--- src/rtl/pll_lock_seq_if.sv ---
// Signal bundle between the PLL lock sequencer and the PLL wrapper / system side.
// master drives lock and soft-reset requests; slave is the sequencer itself.
interface pll_lock_seq_if;
    logic       pll_locked;
    logic       soft_rst_req;
    logic       pll_reset;
    logic       sys_rst_n;
    logic       ready;
    logic       fail;
    logic [7:0] retry_cnt;
    logic [7:0] lost_lock_cnt;

    modport master (
        output pll_locked,
        output soft_rst_req,
        input  pll_reset,
        input  sys_rst_n,
        input  ready,
        input  fail,
        input  retry_cnt,
        input  lost_lock_cnt
    );

    modport slave (
        input  pll_locked,
        input  soft_rst_req,
        output pll_reset,
        output sys_rst_n,
        output ready,
        output fail,
        output retry_cnt,
        output lost_lock_cnt
    );
endinterface

--- src/rtl/pll_lock_seq.sv ---
// PLL reset/lock sequencer: holds the PLL in reset, waits for stable lock, releases
// the system reset, retries on timeout. Lock-loss counter enabled by PLL_LOCK_LOSS_CNT_EN.
//
// state        | meaning
// -------------+---------------------------------------------------------------
// RESET_HOLD   | pll_reset asserted for RST_HOLD_CYC edges
// WAIT_LOCK    | PLL released, waiting for synchronized lock or timeout
// STABLE       | lock seen, must stay high LOCK_STABLE_CYC edges before release
// RUN          | system reset released, ready=1; lock loss re-sequences
// FAIL         | retries exhausted; PLL held in reset until soft/hard reset
module pll_lock_seq #(
    parameter int RST_HOLD_CYC     = 16,
    parameter int LOCK_STABLE_CYC  = 64,
    parameter int LOCK_TIMEOUT_CYC = 65536,
    parameter int MAX_RETRY        = 3
) (
    input  logic           refclk,
    input  logic           reset_n,
    pll_lock_seq_if.slave  bus
);

    localparam int MAX_AB  = (RST_HOLD_CYC > LOCK_STABLE_CYC) ? RST_HOLD_CYC : LOCK_STABLE_CYC;
    localparam int MAX_CYC = (MAX_AB > LOCK_TIMEOUT_CYC) ? MAX_AB : LOCK_TIMEOUT_CYC;
    localparam int CW      = (MAX_CYC > 1) ? $clog2(MAX_CYC) : 1;

    localparam logic [CW-1:0] HOLD_LAST    = CW'(RST_HOLD_CYC - 1);
    localparam logic [CW-1:0] STABLE_LAST  = CW'(LOCK_STABLE_CYC - 1);
    localparam logic [CW-1:0] TIMEOUT_LAST = CW'(LOCK_TIMEOUT_CYC - 1);
    localparam logic [7:0]    RETRY_LIMIT  = 8'(MAX_RETRY);

    typedef enum logic [2:0] {
        S_RESET_HOLD = 3'd0,
        S_WAIT_LOCK  = 3'd1,
        S_STABLE     = 3'd2,
        S_RUN        = 3'd3,
        S_FAIL       = 3'd4
    } state_t;

    state_t        state;
    logic [CW-1:0] cnt;
    logic          sync_1;
    logic          lock_s;
    logic          pll_reset_q;
    logic          sys_rst_n_q;
    logic          ready_q;
    logic          fail_q;
    logic [7:0]    retry_q;

    // pll_locked comes from the PLL's own clock tree; two flops before use
    always_ff @(posedge refclk or negedge reset_n) begin
        if (!reset_n) begin
            sync_1 <= 1'b0;
            lock_s <= 1'b0;
        end else begin
            sync_1 <= bus.pll_locked;
            lock_s <= sync_1;
        end
    end

    always_ff @(posedge refclk or negedge reset_n) begin
        if (!reset_n) begin
            state       <= S_RESET_HOLD;
            cnt         <= '0;
            pll_reset_q <= 1'b1;
            sys_rst_n_q <= 1'b0;
            ready_q     <= 1'b0;
            fail_q      <= 1'b0;
            retry_q     <= 8'd0;
        end else if (bus.soft_rst_req) begin
            state       <= S_RESET_HOLD;
            cnt         <= '0;
            pll_reset_q <= 1'b1;
            sys_rst_n_q <= 1'b0;
            ready_q     <= 1'b0;
            fail_q      <= 1'b0;
            retry_q     <= 8'd0;
        end else begin
            case (state)
                S_RESET_HOLD: begin
                    if (cnt == HOLD_LAST) begin
                        state       <= S_WAIT_LOCK;
                        cnt         <= '0;
                        pll_reset_q <= 1'b0;
                    end else begin
                        cnt <= cnt + CW'(1);
                    end
                end
                S_WAIT_LOCK: begin
                    if (lock_s) begin
                        state <= S_STABLE;
                        cnt   <= '0;
                    end else if (cnt == TIMEOUT_LAST) begin
                        cnt         <= '0;
                        pll_reset_q <= 1'b1;
                        if (retry_q < RETRY_LIMIT) begin
                            state   <= S_RESET_HOLD;
                            retry_q <= retry_q + 8'd1;
                        end else begin
                            state  <= S_FAIL;
                            fail_q <= 1'b1;
                        end
                    end else begin
                        cnt <= cnt + CW'(1);
                    end
                end
                S_STABLE: begin
                    if (!lock_s) begin
                        state <= S_WAIT_LOCK;
                        cnt   <= '0;
                    end else if (cnt == STABLE_LAST) begin
                        state       <= S_RUN;
                        cnt         <= '0;
                        sys_rst_n_q <= 1'b1;
                        ready_q     <= 1'b1;
                    end else begin
                        cnt <= cnt + CW'(1);
                    end
                end
                S_RUN: begin
                    if (!lock_s) begin
                        state       <= S_RESET_HOLD;
                        cnt         <= '0;
                        pll_reset_q <= 1'b1;
                        sys_rst_n_q <= 1'b0;
                        ready_q     <= 1'b0;
                        retry_q     <= 8'd0;
                    end
                end
                S_FAIL: begin
                    pll_reset_q <= 1'b1;
                    sys_rst_n_q <= 1'b0;
                    ready_q     <= 1'b0;
                    fail_q      <= 1'b1;
                end
                default: begin
                    state       <= S_RESET_HOLD;
                    cnt         <= '0;
                    pll_reset_q <= 1'b1;
                    sys_rst_n_q <= 1'b0;
                    ready_q     <= 1'b0;
                    fail_q      <= 1'b0;
                    retry_q     <= 8'd0;
                end
            endcase
        end
    end

    assign bus.pll_reset = pll_reset_q;
    assign bus.sys_rst_n = sys_rst_n_q;
    assign bus.ready     = ready_q;
    assign bus.fail      = fail_q;
    assign bus.retry_cnt = retry_q;

`ifdef PLL_LOCK_LOSS_CNT_EN
    logic [7:0] lost_q;
    logic       lost_evt;

    // a soft request in the same cycle still counts the loss
    assign lost_evt = (state == S_RUN) && !lock_s;

    always_ff @(posedge refclk or negedge reset_n) begin
        if (!reset_n) begin
            lost_q <= 8'd0;
        end else if (lost_evt && (lost_q != 8'hFF)) begin
            lost_q <= lost_q + 8'd1;
        end
    end

    assign bus.lost_lock_cnt = lost_q;
`else
    assign bus.lost_lock_cnt = 8'd0;
`endif

endmodule

--- src/flat_wrapper.sv ---
// flat-port wrapper written by rule: the top's interface ports become plain ports
module pll_lock_seq_flat 
#(
    parameter int RST_HOLD_CYC     = 16,
    parameter int LOCK_STABLE_CYC  = 64,
    parameter int LOCK_TIMEOUT_CYC = 65536,
    parameter int MAX_RETRY        = 3
)
  (refclk, reset_n, bus_pll_locked, bus_soft_rst_req, bus_pll_reset, bus_sys_rst_n, bus_ready, bus_fail, bus_retry_cnt, bus_lost_lock_cnt);
  pll_lock_seq_if bus_i ();
  input  logic refclk;
  input  logic reset_n;
  input wire logic [$bits(bus_i.pll_locked)-1:0] bus_pll_locked;
  input wire logic [$bits(bus_i.soft_rst_req)-1:0] bus_soft_rst_req;
  output wire logic [$bits(bus_i.pll_reset)-1:0] bus_pll_reset;
  output wire logic [$bits(bus_i.sys_rst_n)-1:0] bus_sys_rst_n;
  output wire logic [$bits(bus_i.ready)-1:0] bus_ready;
  output wire logic [$bits(bus_i.fail)-1:0] bus_fail;
  output wire logic [$bits(bus_i.retry_cnt)-1:0] bus_retry_cnt;
  output wire logic [$bits(bus_i.lost_lock_cnt)-1:0] bus_lost_lock_cnt;
  assign bus_i.pll_locked = bus_pll_locked;
  assign bus_i.soft_rst_req = bus_soft_rst_req;
  assign bus_pll_reset = bus_i.pll_reset;
  assign bus_sys_rst_n = bus_i.sys_rst_n;
  assign bus_ready = bus_i.ready;
  assign bus_fail = bus_i.fail;
  assign bus_retry_cnt = bus_i.retry_cnt;
  assign bus_lost_lock_cnt = bus_i.lost_lock_cnt;
  pll_lock_seq #(.RST_HOLD_CYC(RST_HOLD_CYC), .LOCK_STABLE_CYC(LOCK_STABLE_CYC), .LOCK_TIMEOUT_CYC(LOCK_TIMEOUT_CYC), .MAX_RETRY(MAX_RETRY)) u_core (.refclk(refclk), .reset_n(reset_n), .bus(bus_i));
endmodule
--- config.mk ---
export PLATFORM = sky130hd
export DESIGN_NAME = pll_lock_seq_flat
export DESIGN_NICKNAME = d
export VERILOG_FILES = /design/src/rtl/pll_lock_seq_if.sv /design/src/rtl/pll_lock_seq.sv /design/src/flat_wrapper.sv
export SDC_FILE = /design/constraint.sdc
export NUM_CORES = 1
export LEC_CHECK = 0
export BUFFER_PORTS_ARGS = -buffer_cell sky130_fd_sc_hd__buf_2
export CORE_MARGIN = 2
export CORE_UTILIZATION = 62
export CTS_CLUSTER_DIAMETER = 50
export CTS_CLUSTER_SIZE = 10
export DETAILED_ROUTE_END_ITERATION = 6
export GPL_TIMING_DRIVEN = 1
export HOLD_SLACK_MARGIN = 0.12
export PLACE_DENSITY = 0.84
export SYNTH_ARGS = -nofsm -noshare
export SYNTH_HDL_FRONTEND = slang
export SYNTH_SLANG_ARGS = --single-unit
--- constraint.sdc ---
create_clock -name refclk -period 4.3 [get_ports refclk]
set_clock_uncertainty 0.2 [all_clocks]
set_input_delay 1.29 -clock refclk [delete_from_list [all_inputs] [get_ports refclk]]
set_output_delay 1.29 -clock refclk [all_outputs]
set_load 0.02 [all_outputs]
==> impl_metrics.toml <==
[cts]
clk_pin_slew_ps = 90
ctsResizeCount = 0
post-cts-setup-buffers = 0
clk_latency_ps = 330
cts_buffers = 5
clk_path_buf_depth = 2
clock-sinks = 32
root_buffer = "clkbuf_4"
htreeDepth = 2
cts_tree = "built"
cts_hold_repair.buffers = 0

[route]
wl_per_cell_um = 14.9
drt-pass1-iter-count = 6
ant_nets = 0
viasPerCell = 6.38
vias = 1679
route.detailed.drc = 0
drt-initial-drc-count = 114
drt-total-wl_mm = 3.93

[worst_setup_path]
critPathMaxStageDelay_ps = 540
reg2reg_to = "u_core.cnt[10]"
rr_worst_depth = 4
start_kind = "flip-flop"
worst_setup_path_end_kind = "output pin"
worst-path-buf-inv = 1
crit_path_top_delay_cell = "dfstp_2"
required_ps = 2810
crit_chain = "buf_2"
worstPathMaxFanout = 2
arrival_ps = 1020
critPathKind = "flip-flop to output pin"
cpLargestDelayFamily = "flip-flops"
rrSetupSlack_ps = 1810
r2r-start = "u_core.state[1]"

[sta]
max_freq_mhz = 398
post-route-min-period_ps = 2510
fin_setup_tns_ps = 0
finalSetupViolations = 0
slew-limit-headroom_pct = 29.4
tightest_slew_ps = 1050
slew_viol_final = 0
min_period_over_period_pct = 58.4
finalHoldViolCount = 0
postLayoutSetupSlackWorst_ps = 1790
rsz0062_at_grt = "no"

[synth]
synth_edf_count = 0
synth_area_per_cell_um2 = 8.71
synth.distinct_cells = 51
synth_top_area_share_pct = 40.3
synth_area_leaders = "dfrtp_1, nand2_1, nor2_1, nand3_1, buf_4"
synth_xor_area_share_pct = 0
ys_ff_latch = 32
ys_warn_count = 0
synth_top_family_by_area = "simple AND/OR/NAND/NOR gates"
synthCells = 221
yosys.area_share.adder_pct = 1.30
synth_compound_area_share_pct = 14.6
yosysTopAreaCell = "dfrtp_1"
synthArstFlopShare_pct = 100
muxShareOfSynthArea_pct = 1.69
yosys.area_share.simple_pct = 33.2
netlist_area_um2 = 1920
synth-seq-area-share_pct = 41.7
ys.flop_type = "dfrtp_1"

[finish]
antenna_cells = 0
multiInputGateArea_um2 = 1010
synthToLayoutAreaGrowth_pct = 4.10
drive_above_1_share_pct = 14.8
design_area_um2 = 2000
fin_nets = 235
ff_latch_area_um2 = 802
finish.utilization_pct = 66.7
finalNonFillerCells = 263
fill_cells = 251

[worst_hold_path]
holdPathStages = 0
min_from = "u_core.sync_1"
min_to = "u_core.lock_s"
hp-class = "flip-flop to flip-flop"

[run]
cap_violations = 0

[power_and_ir_drop]
p_per_area_nw_per_um2 = 351
ir_drop_mv = 0.213
swShare_pct = 34.7
switchingPower_uw = 244
pwr-share-comb_pct = 25.2
power_frac_seq_pct = 49.3
internal_power_uw = 458
p_leak_nw = 0.907
pwr-share-clk_pct = 25.5

[die]
die_x_um = 59.7
die_y_um = 59.7
row_count = 20
start_util_pct = 64.1
die-area_um2 = 3570
coreArea_um2 = 3000
io_pins = 24

[grt]
antenna_found_initial = 0
grt_pass1_wl_mm = 6.65
grt_remaining_overflow = 0
grt_use_total_pct = 25.0
grt_max_degree = 33
grt_pass1_vias = 1450

[place]
dp_slack_ps = 1450
placed_cells = 255
dp_hpwl_mm = 2.63
io_buffers = 15
dpl_cell_area_um2 = 1940
gp_routability_congestion = 0.792

[run_status]
status = "finished, final reports clean"
-- logic make-up (layout without fill, tap and decap cells) --
group,count (synthesis),count (layout)
adders and majority gates,2,2
other,1,8
DFF,32,32
and+or+nand+nor,116,116
muxes,3,3
buffers and inverters,25,27
AOI/OAI and AO/OA,42,42
-- layout by cell type (no fill, tap or decap), types with 6 or more instances in the layout --
cell type / Yosys / routed
nor2_1: 23 / 23
and3_1: 6 / 6
o21ai_0: 8 / 8
nand3_1: 15 / 15
dfrtp_1: 31 / 31
conb_1: 1 / 8
nand2_1: 25 / 25
nor3_1: 13 / 13
nor4_1: 8 / 8
a211oi_1: 6 / 6
buf_2: 4 / 15
-- metal layers --
layer  track usage [%]  up-vias  wire (um)
met4              13.7        0         71
met5                 0        -          0
met3              4.55        7        254
met2              35.7       64       1830
met1              35.9      803       1770
li1                  -      805          -
-- cell type report --
class / instances / share of cell area [%]
Clock inverter: 2 / 0.500
Tap cell: 33 / 2.06
Inverter: 4 / 0.750
Multi-Input combinational cell: 171 / 50.3
Timing Repair Buffer: 15 / 3.75
Clock buffer: 6 / 2.56
Sequential cell: 32 / 40.0
-- power by group through the flow --
stage	Combinational [mW]	Sequential (mW)	Clock [mW]
2_1_floorplan	0.153	0.341	0
3_3_place_gp	0.170	0.350	0
3_5_place_dp	0.175	0.351	0
4_1_cts	0.175	0.345	0.185
5_1_grt	0.199	0.350	0.201
6_report	0.177	0.346	0.179
-- synth_stat cells, drive strengths merged (6+ instances only) --
master / count
clkbuf: 6
nand3: 15
buf: 15
dfrtp: 31
nand2: 26
nand4: 6
and3: 6
nor2: 24
a211oi: 6
o21ai: 11
nor3: 13
nor4: 11
-- registers in the layout, indices dropped and copies added, names as in the netlist --
| signal | cells |
|---|---|
| u_core.lock_s | 1 |
| u_core.bus.fail | 1 |
| u_core.state | 3 |
| u_core.bus.retry_cnt | 8 |
| u_core.bus.pll_reset | 1 |
| u_core.sync_1 | 1 |
| u_core.bus.sys_rst_n | 1 |
| u_core.cnt | 16 |
-- worst max path at each step --
| stage | from | end | slack (ps) | depth (start not counted) |
|---|---|---|---|---|
| global route | u_core.state[0] | u_core.cnt[7] | 1590 | 6 |
| detailed placement | bus_soft_rst_req | u_core.bus.retry_cnt[0] | 1450 | 5 |
| finish | u_core.bus.pll_reset | bus_pll_reset | 1790 | 1 |
| floorplan | bus_soft_rst_req | u_core.bus.retry_cnt[0] | 1900 | 4 |
| CTS | u_core.bus.pll_reset | bus_pll_reset | 1770 | 1 |
| global placement | bus_soft_rst_req | u_core.bus.retry_cnt[0] | 1500 | 5 |
-- stage by stage --
stage / hold slack, ps / total power [mW]
6_report: 157 / 0.702
5_1_grt: 181 / 0.749
4_1_cts: 161 / 0.706
3_5_place_dp: 138 / 0.526
3_3_place_gp: 133 / 0.520
2_1_floorplan: 131 / 0.493
Power figures use the tool's default switching activity.
